**config.mk**
```make
export PLATFORM = sky130hd
export DESIGN_NAME = axi_burst2iob
export DESIGN_NICKNAME = d
export VERILOG_FILES = /design/src/rtl/axi_burst2iob.sv
export SDC_FILE = /design/constraint.sdc
export NUM_CORES = 1
export LEC_CHECK = 0
export ABC_AREA = 1
export CORE_MARGIN = 3
export CORE_UTILIZATION = 45
export CTS_CLUSTER_DIAMETER = 40
export CTS_CLUSTER_SIZE = 14
export DETAILED_ROUTE_END_ITERATION = 8
export GPL_TIMING_DRIVEN = 0
export PLACE_DENSITY = 0.92
export SYNTH_ARGS = -nofsm -noshare
export SYNTH_HDL_FRONTEND = slang
export SYNTH_SLANG_ARGS = --single-unit
```
**constraint.sdc**
```tcl
create_clock -name clk_i -period 3 [get_ports clk_i]
set_input_delay 0.3 -clock clk_i [delete_from_list [all_inputs] [get_ports clk_i]]
set_output_delay 0.3 -clock clk_i [all_outputs]
set_load 0.005 [all_outputs]
```
**src/rtl/axi_burst2iob.sv**
```systemverilog
// AXI4 slave to IOb master bridge. One AXI transaction in flight; every AXI beat
// becomes exactly one IOb access, with bursts, IDs and RLAST handled natively.
module axi_burst2iob #(
    parameter int ADDR_W    = 32,
    parameter int DATA_W    = 32,
    parameter int AXI_ID_W  = 1,
    parameter int AXI_LEN_W = 8
) (
    input  logic                  clk_i,
    input  logic                  cke_i,
    input  logic                  arst_i,

    input  logic [AXI_ID_W-1:0]   axi_awid_i,
    input  logic [ADDR_W-1:0]     axi_awaddr_i,
    input  logic [AXI_LEN_W-1:0]  axi_awlen_i,
    input  logic [2:0]            axi_awsize_i,
    input  logic [1:0]            axi_awburst_i,
    input  logic                  axi_awvalid_i,
    output logic                  axi_awready_o,

    input  logic [DATA_W-1:0]     axi_wdata_i,
    input  logic [DATA_W/8-1:0]   axi_wstrb_i,
    input  logic                  axi_wlast_i,
    input  logic                  axi_wvalid_i,
    output logic                  axi_wready_o,

    output logic [AXI_ID_W-1:0]   axi_bid_o,
    output logic [1:0]            axi_bresp_o,
    output logic                  axi_bvalid_o,
    input  logic                  axi_bready_i,

    input  logic [AXI_ID_W-1:0]   axi_arid_i,
    input  logic [ADDR_W-1:0]     axi_araddr_i,
    input  logic [AXI_LEN_W-1:0]  axi_arlen_i,
    input  logic [2:0]            axi_arsize_i,
    input  logic [1:0]            axi_arburst_i,
    input  logic                  axi_arvalid_i,
    output logic                  axi_arready_o,

    output logic [AXI_ID_W-1:0]   axi_rid_o,
    output logic [DATA_W-1:0]     axi_rdata_o,
    output logic [1:0]            axi_rresp_o,
    output logic                  axi_rlast_o,
    output logic                  axi_rvalid_o,
    input  logic                  axi_rready_i,

    output logic                  iob_avalid_o,
    output logic [ADDR_W-1:0]     iob_addr_o,
    output logic [DATA_W-1:0]     iob_wdata_o,
    output logic [DATA_W/8-1:0]   iob_wstrb_o,
    input  logic                  iob_ready_i,
    input  logic                  iob_rvalid_i,
    input  logic [DATA_W-1:0]     iob_rdata_i
);

    localparam int         STRB_W   = DATA_W / 8;
    localparam logic [2:0] SIZE_MAX = 3'($clog2(STRB_W));

    typedef enum logic [2:0] {IDLE, WR_DATA, WR_RESP, RD_REQ, RD_WAIT, RD_DATA} state_t;

    state_t                state;
    logic [AXI_ID_W-1:0]   id;
    logic [ADDR_W-1:0]     addr;
    logic [ADDR_W-1:0]     next_addr;
    logic [ADDR_W-1:0]     step;
    logic [ADDR_W-1:0]     wrap_mask;
    logic [AXI_LEN_W-1:0]  len;
    logic [AXI_LEN_W-1:0]  cnt;
    logic [2:0]            size;
    logic [1:0]            burst;
    logic                  err;
    logic                  prio_wr;
    logic                  last;
    logic                  sel_wr;
    logic                  sel_rd;
    logic                  w_beat;
    logic [DATA_W-1:0]     rdata;

    // Reserved burst type or a beat wider than the data bus cannot be served.
    function automatic logic bad_req(input logic [2:0] sz, input logic [1:0] bt);
        return (bt == 2'b11) || (sz > SIZE_MAX);
    endfunction

    assign sel_wr = axi_awvalid_i && (!axi_arvalid_i || prio_wr);
    assign sel_rd = axi_arvalid_i && (!axi_awvalid_i || !prio_wr);
    assign last   = (cnt == len);
    assign w_beat = (state == WR_DATA) && axi_wvalid_i && (err || iob_ready_i);

    always_comb begin
        step      = ADDR_W'(1) << size;
        wrap_mask = ((ADDR_W'(len) + ADDR_W'(1)) << size) - ADDR_W'(1);
        // NOTE: the default arm gives next_addr a value on every path, so no latch is inferred.
        case (burst)
            2'b00:   next_addr = addr;
            2'b10:   next_addr = (addr & ~wrap_mask) | ((addr + step) & wrap_mask);
            default: next_addr = addr + step;
        endcase
    end

    // NOTE: state is updated with non-blocking assignments so every register samples pre-edge values.
    always_ff @(posedge clk_i or posedge arst_i) begin
        if (arst_i) begin
            state   <= IDLE;
            id      <= '0;
            addr    <= '0;
            len     <= '0;
            size    <= '0;
            burst   <= '0;
            cnt     <= '0;
            err     <= 1'b0;
            prio_wr <= 1'b1;
            rdata   <= '0;
        end else if (cke_i) begin
            case (state)
                IDLE: begin
                    if (sel_wr) begin
                        id    <= axi_awid_i;
                        addr  <= axi_awaddr_i;
                        len   <= axi_awlen_i;
                        size  <= axi_awsize_i;
                        burst <= axi_awburst_i;
                        cnt   <= '0;
                        err   <= bad_req(axi_awsize_i, axi_awburst_i);
                        if (axi_arvalid_i) prio_wr <= 1'b0;
                        state <= WR_DATA;
                    end else if (sel_rd) begin
                        id    <= axi_arid_i;
                        addr  <= axi_araddr_i;
                        len   <= axi_arlen_i;
                        size  <= axi_arsize_i;
                        burst <= axi_arburst_i;
                        cnt   <= '0;
                        err   <= bad_req(axi_arsize_i, axi_arburst_i);
                        if (axi_awvalid_i) prio_wr <= 1'b1;
                        state <= RD_REQ;
                    end
                end
                WR_DATA: begin
                    // Burst length always follows len; a wlast mismatch only poisons the response.
                    if (w_beat) begin
                        if (axi_wlast_i != last) err <= 1'b1;
                        if (last) begin
                            state <= WR_RESP;
                        end else begin
                            cnt  <= cnt + AXI_LEN_W'(1);
                            addr <= next_addr;
                        end
                    end
                end
                WR_RESP: begin
                    if (axi_bready_i) state <= IDLE;
                end
                RD_REQ: begin
                    if (err) begin
                        rdata <= '0;
                        state <= RD_DATA;
                    end else if (iob_ready_i) begin
                        state <= RD_WAIT;
                    end
                end
                RD_WAIT: begin
                    if (iob_rvalid_i) begin
                        rdata <= iob_rdata_i;
                        state <= RD_DATA;
                    end
                end
                RD_DATA: begin
                    if (axi_rready_i) begin
                        if (last) begin
                            state <= IDLE;
                        end else begin
                            cnt   <= cnt + AXI_LEN_W'(1);
                            addr  <= next_addr;
                            state <= RD_REQ;
                        end
                    end
                end
                default: state <= IDLE;
            endcase
        end
    end

    assign axi_awready_o = (state == IDLE) && sel_wr;
    assign axi_arready_o = (state == IDLE) && sel_rd;
    assign axi_wready_o  = (state == WR_DATA) && (err || iob_ready_i);

    assign axi_bvalid_o  = (state == WR_RESP);
    assign axi_bid_o     = id;
    assign axi_bresp_o   = (axi_bvalid_o && err) ? 2'b10 : 2'b00;

    assign axi_rvalid_o  = (state == RD_DATA);
    assign axi_rid_o     = id;
    assign axi_rdata_o   = rdata;
    assign axi_rresp_o   = (axi_rvalid_o && err) ? 2'b10 : 2'b00;
    assign axi_rlast_o   = axi_rvalid_o && last;

    // Errored transactions never reach the IOb side.
    assign iob_avalid_o  = !err && (((state == WR_DATA) && axi_wvalid_i) || (state == RD_REQ));
    assign iob_addr_o    = addr;
    assign iob_wdata_o   = axi_wdata_i;
    assign iob_wstrb_o   = ((state == WR_DATA) && !err) ? axi_wstrb_i : '0;

endmodule

```
## Yosys cells after proc, flatten, opt, wreduce, memory -nomap -nowiden

Cells that the tools add are included.

| storage, ports and cells | value |
|---|---|
| logic and storage cells | 124 |
| output and inout bits | 113 |
| input port bits | 171 |
| bits in registers | 91 |

| operators by class | value |
|---|---|
| $lt $le $gt $ge | 2 |
| add/subtract/negate cells | 4 |
| bitwise logic cells | 4 |
| shifts and indexed selects | 2 |
| muxes and demuxes | 47 |
| equality and inequality tests | 20 |
| reductions and logical operators | 35 |

Operators by type and width:

| kind | count |
|---|---|
| two-way mux 32 bit | 7 |
| case mux 32 bit (2 select lines) | 2 |
| case mux 32 bit (3 select lines) | 1 |
| bitwise AND 32 bit | 2 |
| two-way mux 8 bit | 7 |
| two-way mux 3 bit | 11 |
| adder 32 bit | 1 |
| inverter 32 bit | 1 |
| bitwise OR 32 bit | 1 |
| << shifter 1 x 3 -> 32 bit (first input constant) | 1 |
| << shifter 9 x 3 -> 32 bit | 1 |
| subtractor 32 x 1 -> 32 bit (second input constant) | 1 |
| case mux 8 bit (3 select lines) | 1 |
| case mux 3 bit (6 select lines) | 1 |
| AND reduction 5 bit | 3 |
| logical AND 1 bit | 12 |
| inequality test 2 bit (second input constant) | 6 |
| two-way mux 1 bit | 10 |
| two-way mux 2 bit | 5 |
| adder 8 x 1 -> 9 bit (second input constant) | 1 |
| adder 8 x 1 -> 8 bit (second input constant) | 1 |
| == test 8 bit | 1 |
| AND reduction 8 bit | 1 |
| nonzero test 2 bit | 4 |
| other kinds (17) | 32 |

## Longest topological paths before layout

| depth | value |
|---|---|
| depth in word-level cells | 10 |
| gate-level depth with buffers | 20 |
| depth with buffers taken out | 20 |

## Least setup slack after synthesis

Ideal clock, no wire load.

| timing | value |
|---|---|
| path type | register to register |
| start | register size[1] |
| end | register (tool-made name) |
| data arrival time | 2605 ps |
| buffers on the path | 2 |
| setup slack | 278 ps |
| data required time | 2883 ps |
| cell stages (with the launch flop) | 21 |
| path through | dfrtp_1 -> buf_2 -> inv_1 -> buf_2 -> nand2_1 -> nor2_1 -> inv_1 -> fa_1 -> inv_1 -> nand3_1 -> nand2_1 -> nand3_1 -> nand2_1 -> nand4_1 -> nor2_1 -> nand4_1 -> xnor2_1 -> nand3_1 -> nand2_1 -> nand2_1 -> nand2_1 |

RTL lines:

| item | RTL line | RTL |
|---|---|---|
| start: declaration | 69 | `logic [2:0] size;` |
| start signal: assignment | 120 | `size <= axi_awsize_i;` |
| start signal: assignment | 130 | `size <= axi_arsize_i;` |

==> run summary <==
Vias = 8743
Post-DRT Antenna Nets = 0
Buffers on Ports = 249
initial antenna violation count = 0
Cell Area, Synth = 7420 sq um
Die Height = 134 um
Fin. Hold Viols = 0
TritonCTS Buffers = 9
setup TNS = 0 ps
count leader, synth = nand2_1
unrepaired setup endpoints after global routing = yes
Main synth FF type = dfrtp_1
max-cap viol count = 0
Worst-Margin Slew = 760 ps
minimum clock period = 2870 ps
Reg clk slew, reported paths = 80 ps
top-area cell type share of the netlist area = 30.4%
P per Cell Area = 974 nW/um^2
synth unique cells = 51
placed cell areas = 10200 sq um
WL per Instance = 16.7 um
total track usage = 27.6%
H-tree levels = 3
CTS Buffer Depth = 2
CTS tree = yes
P_leak = 0.00475 uW
Hold Crit Class = in -> async
list of most frequent post-synthesis cells = 243 x nand2_1, 112 x nand3_1, 111 x inv_1
Detailed Route WL = 26.5 mm
CP Class = reg -> reg
placer congestion estimate = 0.982
Root Driver = clkbuf_16
largest net degree at the start of global routing = 73
leading area contributor after synthesis = dfrtp_1
final critical-path share of the clock period = 95.8%
top post-synthesis cells by area = dfrtp_1 30%, nand2_1 12%, nand3_1 7.6%
DR DRC count = 0
clock skew = 13.9 ps
Starting Density = 46.3%
Worst EP required = 3270 ps
drt via density = 5.51
Max-slew headroom = 49.4%
final cell area excluding filler cells = 10800 sq um
max frequency = 348 MHz
post-synthesis async set-or-reset flop share = 100%
Syn-to-layout area delta = 45.4%
Arr. time, crit path = 3140 ps
Site Rows = 46
proportion of synthesized chip area in sequential cells = 30.7%
CTS sink cnt = 91
Post-Syn Instances = 1088
Final Max Slew Viols = 0
number of global-route vias before repair = 8305
crit end category = flop
io pins = 284
Core ar. = 16000 sq um
first-pass GRT wire length = 40.0 mm
Nets = 1549
Detail Placement HPWL = 20.1 mm
slowest CP cell = dfrtp_2
Mean Syn Cell Area = 6.82 sq um
die area = 18100 sq um
crit-path cells = ha_2 -> nand2_2 -> inv_2 -> nand2_1 -> nand3_1 -> nand3_1 -> nand3_1 -> nand2_2 -> nor2_4 -> inv_2 -> nor2_8 -> nand3_2 -> nor2_2 -> ha_2 -> nor2_1 -> nor2_1 -> nor2_1 -> a31oi_1
Ys Warns = 0
Overflow after GRT = 0
share of cells above drive strength 1 = 14.6%
Startpoint Class = flop
Max stage delay on crit path = 440 ps
# setup viols final = 0
Clock Latency Late Sink = 360 ps
Crit Path Max Fanout = 8
drt first pass iters = 7
Peak VDD IR = 488 uV
Die X = 134 um
status = completed
DRT iter0 DRCs = 821
# diodes = 0
Synth Register Bits = 91
number of flops mapped to enable cells by yosys = 0
==> final timing paths <==
kind | startpoint | end | slack, ps | cells after the start
min | arst_i | async pin | 260 | 2
max | len[1] | flop | 130 | 18
min reg2reg | prio_wr | prio_wr | 490 | 2
min in group clk_i | prio_wr | prio_wr | 490 | 2
max reg2reg | len[1] | flop | 130 | 18
max in group asynchronous | arst_i | prio_wr | 2050 | 3
==> per-layer routing <==
| metal | vias to the layer above | wire [um] | GRT usage, % |
|---|---|---|---|
| met5 | - | 0 | 0 |
| met4 | 0 | 1260 | 13.3 |
| met3 | 92 | 2670 | 7.35 |
| met2 | 513 | 12800 | 47.3 |
| met1 | 4040 | 9750 | 31.9 |
| li1 | 4098 | - | - |
==> layout by cell type, fill, tap and decap left out, types with 3 or more instances in the layout <==
master / n
a31oi_1: 4
nand2_1: 241
nand3_2: 21
inv_1: 107
nor2_4: 6
nor2_2: 8
ha_1: 9
inv_2: 15
clkbuf_1: 26
o21ai_0: 93
buf_4: 52
nand3_1: 108
o22ai_1: 14
ha_2: 3
inv_4: 3
dfrtp_2: 4
nor3b_1: 6
nor2_1: 92
nand2_2: 17
a21oi_1: 26
inv_6: 3
nand2_4: 4
or2_2: 23
o21bai_1: 3
dfrtp_1: 86
nand4_1: 15
clkdlybuf4s50_1: 249
buf_6: 5
xor2_1: 14
o211ai_1: 26
xnor2_1: 12
nor3_2: 4
clkbuf_16: 9
nor3_1: 12
o21ai_1: 8
==> repair_timing <==
item,CTS,global route
resized for setup,8,43
setup endpoints to repair,14,22
setup buffers,1,16
hold buffers,0,0
pin swaps,2,9
hold endpoints to repair,0,0
==> report_power, final <==
part	internal, uW	switching [uW]	leakage (uW)
clock network	661	550	0.000149
registers	1790	634	0.00117
logic	2820	4050	0.00344
total	5270	5230	0.00475
==> kinds of logic after synthesis <==
| kind of cell | count (synthesis) | synth area share, % |
|---|---|---|
| AND/OR/NAND/NOR | 565 | 36.4 |
| buffers and inverters | 202 | 12.2 |
| AO/OA/AOI/OAI | 189 | 15.1 |
| flip-flops | 91 | 30.7 |
| XOR/XNOR | 26 | 3.07 |
| adder cells (fa/ha/maj) | 13 | 2.29 |
| other | 1 | 0.0506 |
| multiplexers | 1 | 0.135 |
==> stage by stage <==
| step | setup slack [ps] | power [uW] | instances | hold WS, ps | utilization [%] |
|---|---|---|---|---|---|
| floorplan | 278 | 6400 | 1089 | 447 | - |
| global placement | -1140 | 8590 | 1554 | 477 | 63.6 |
| detailed placement | -265 | 8770 | 1555 | 481 | 63.8 |
| CTS | -32.1 | 10000 | 1572 | 266 | 65.9 |
| global route | -96.1 | 11300 | 1586 | 278 | 67.4 |
| finish | 127 | 10500 | 1586 | 263 | 67.4 |
==> critical path: cells and delay by family, from the launching register on <==
| kind | cells | cell delay, ps |
|---|---|---|
| AOI/OAI and AO/OA | 1 | 170 |
| adders and majority gates | 2 | 450 |
| buffers and inverters | 2 | 180 |
| DFF | 1 | 440 |
| and+or+nand+nor | 13 | 1540 |
==> area by class of cell <==
type | instances | area [sq um]
Sequential cell | 91 | 2280
Timing Repair Buffer | 267 | 2660
Clock inverter | 7 | 80.1
Clock buffer | 9 | 225
Tap cell | 216 | 270
Buffer | 72 | 457
Inverter | 128 | 492
Fill cell | 1315 | 5220
Multi-Input combinational cell | 796 | 4320
No activity file was read; power rests on OpenSTA's default activity.
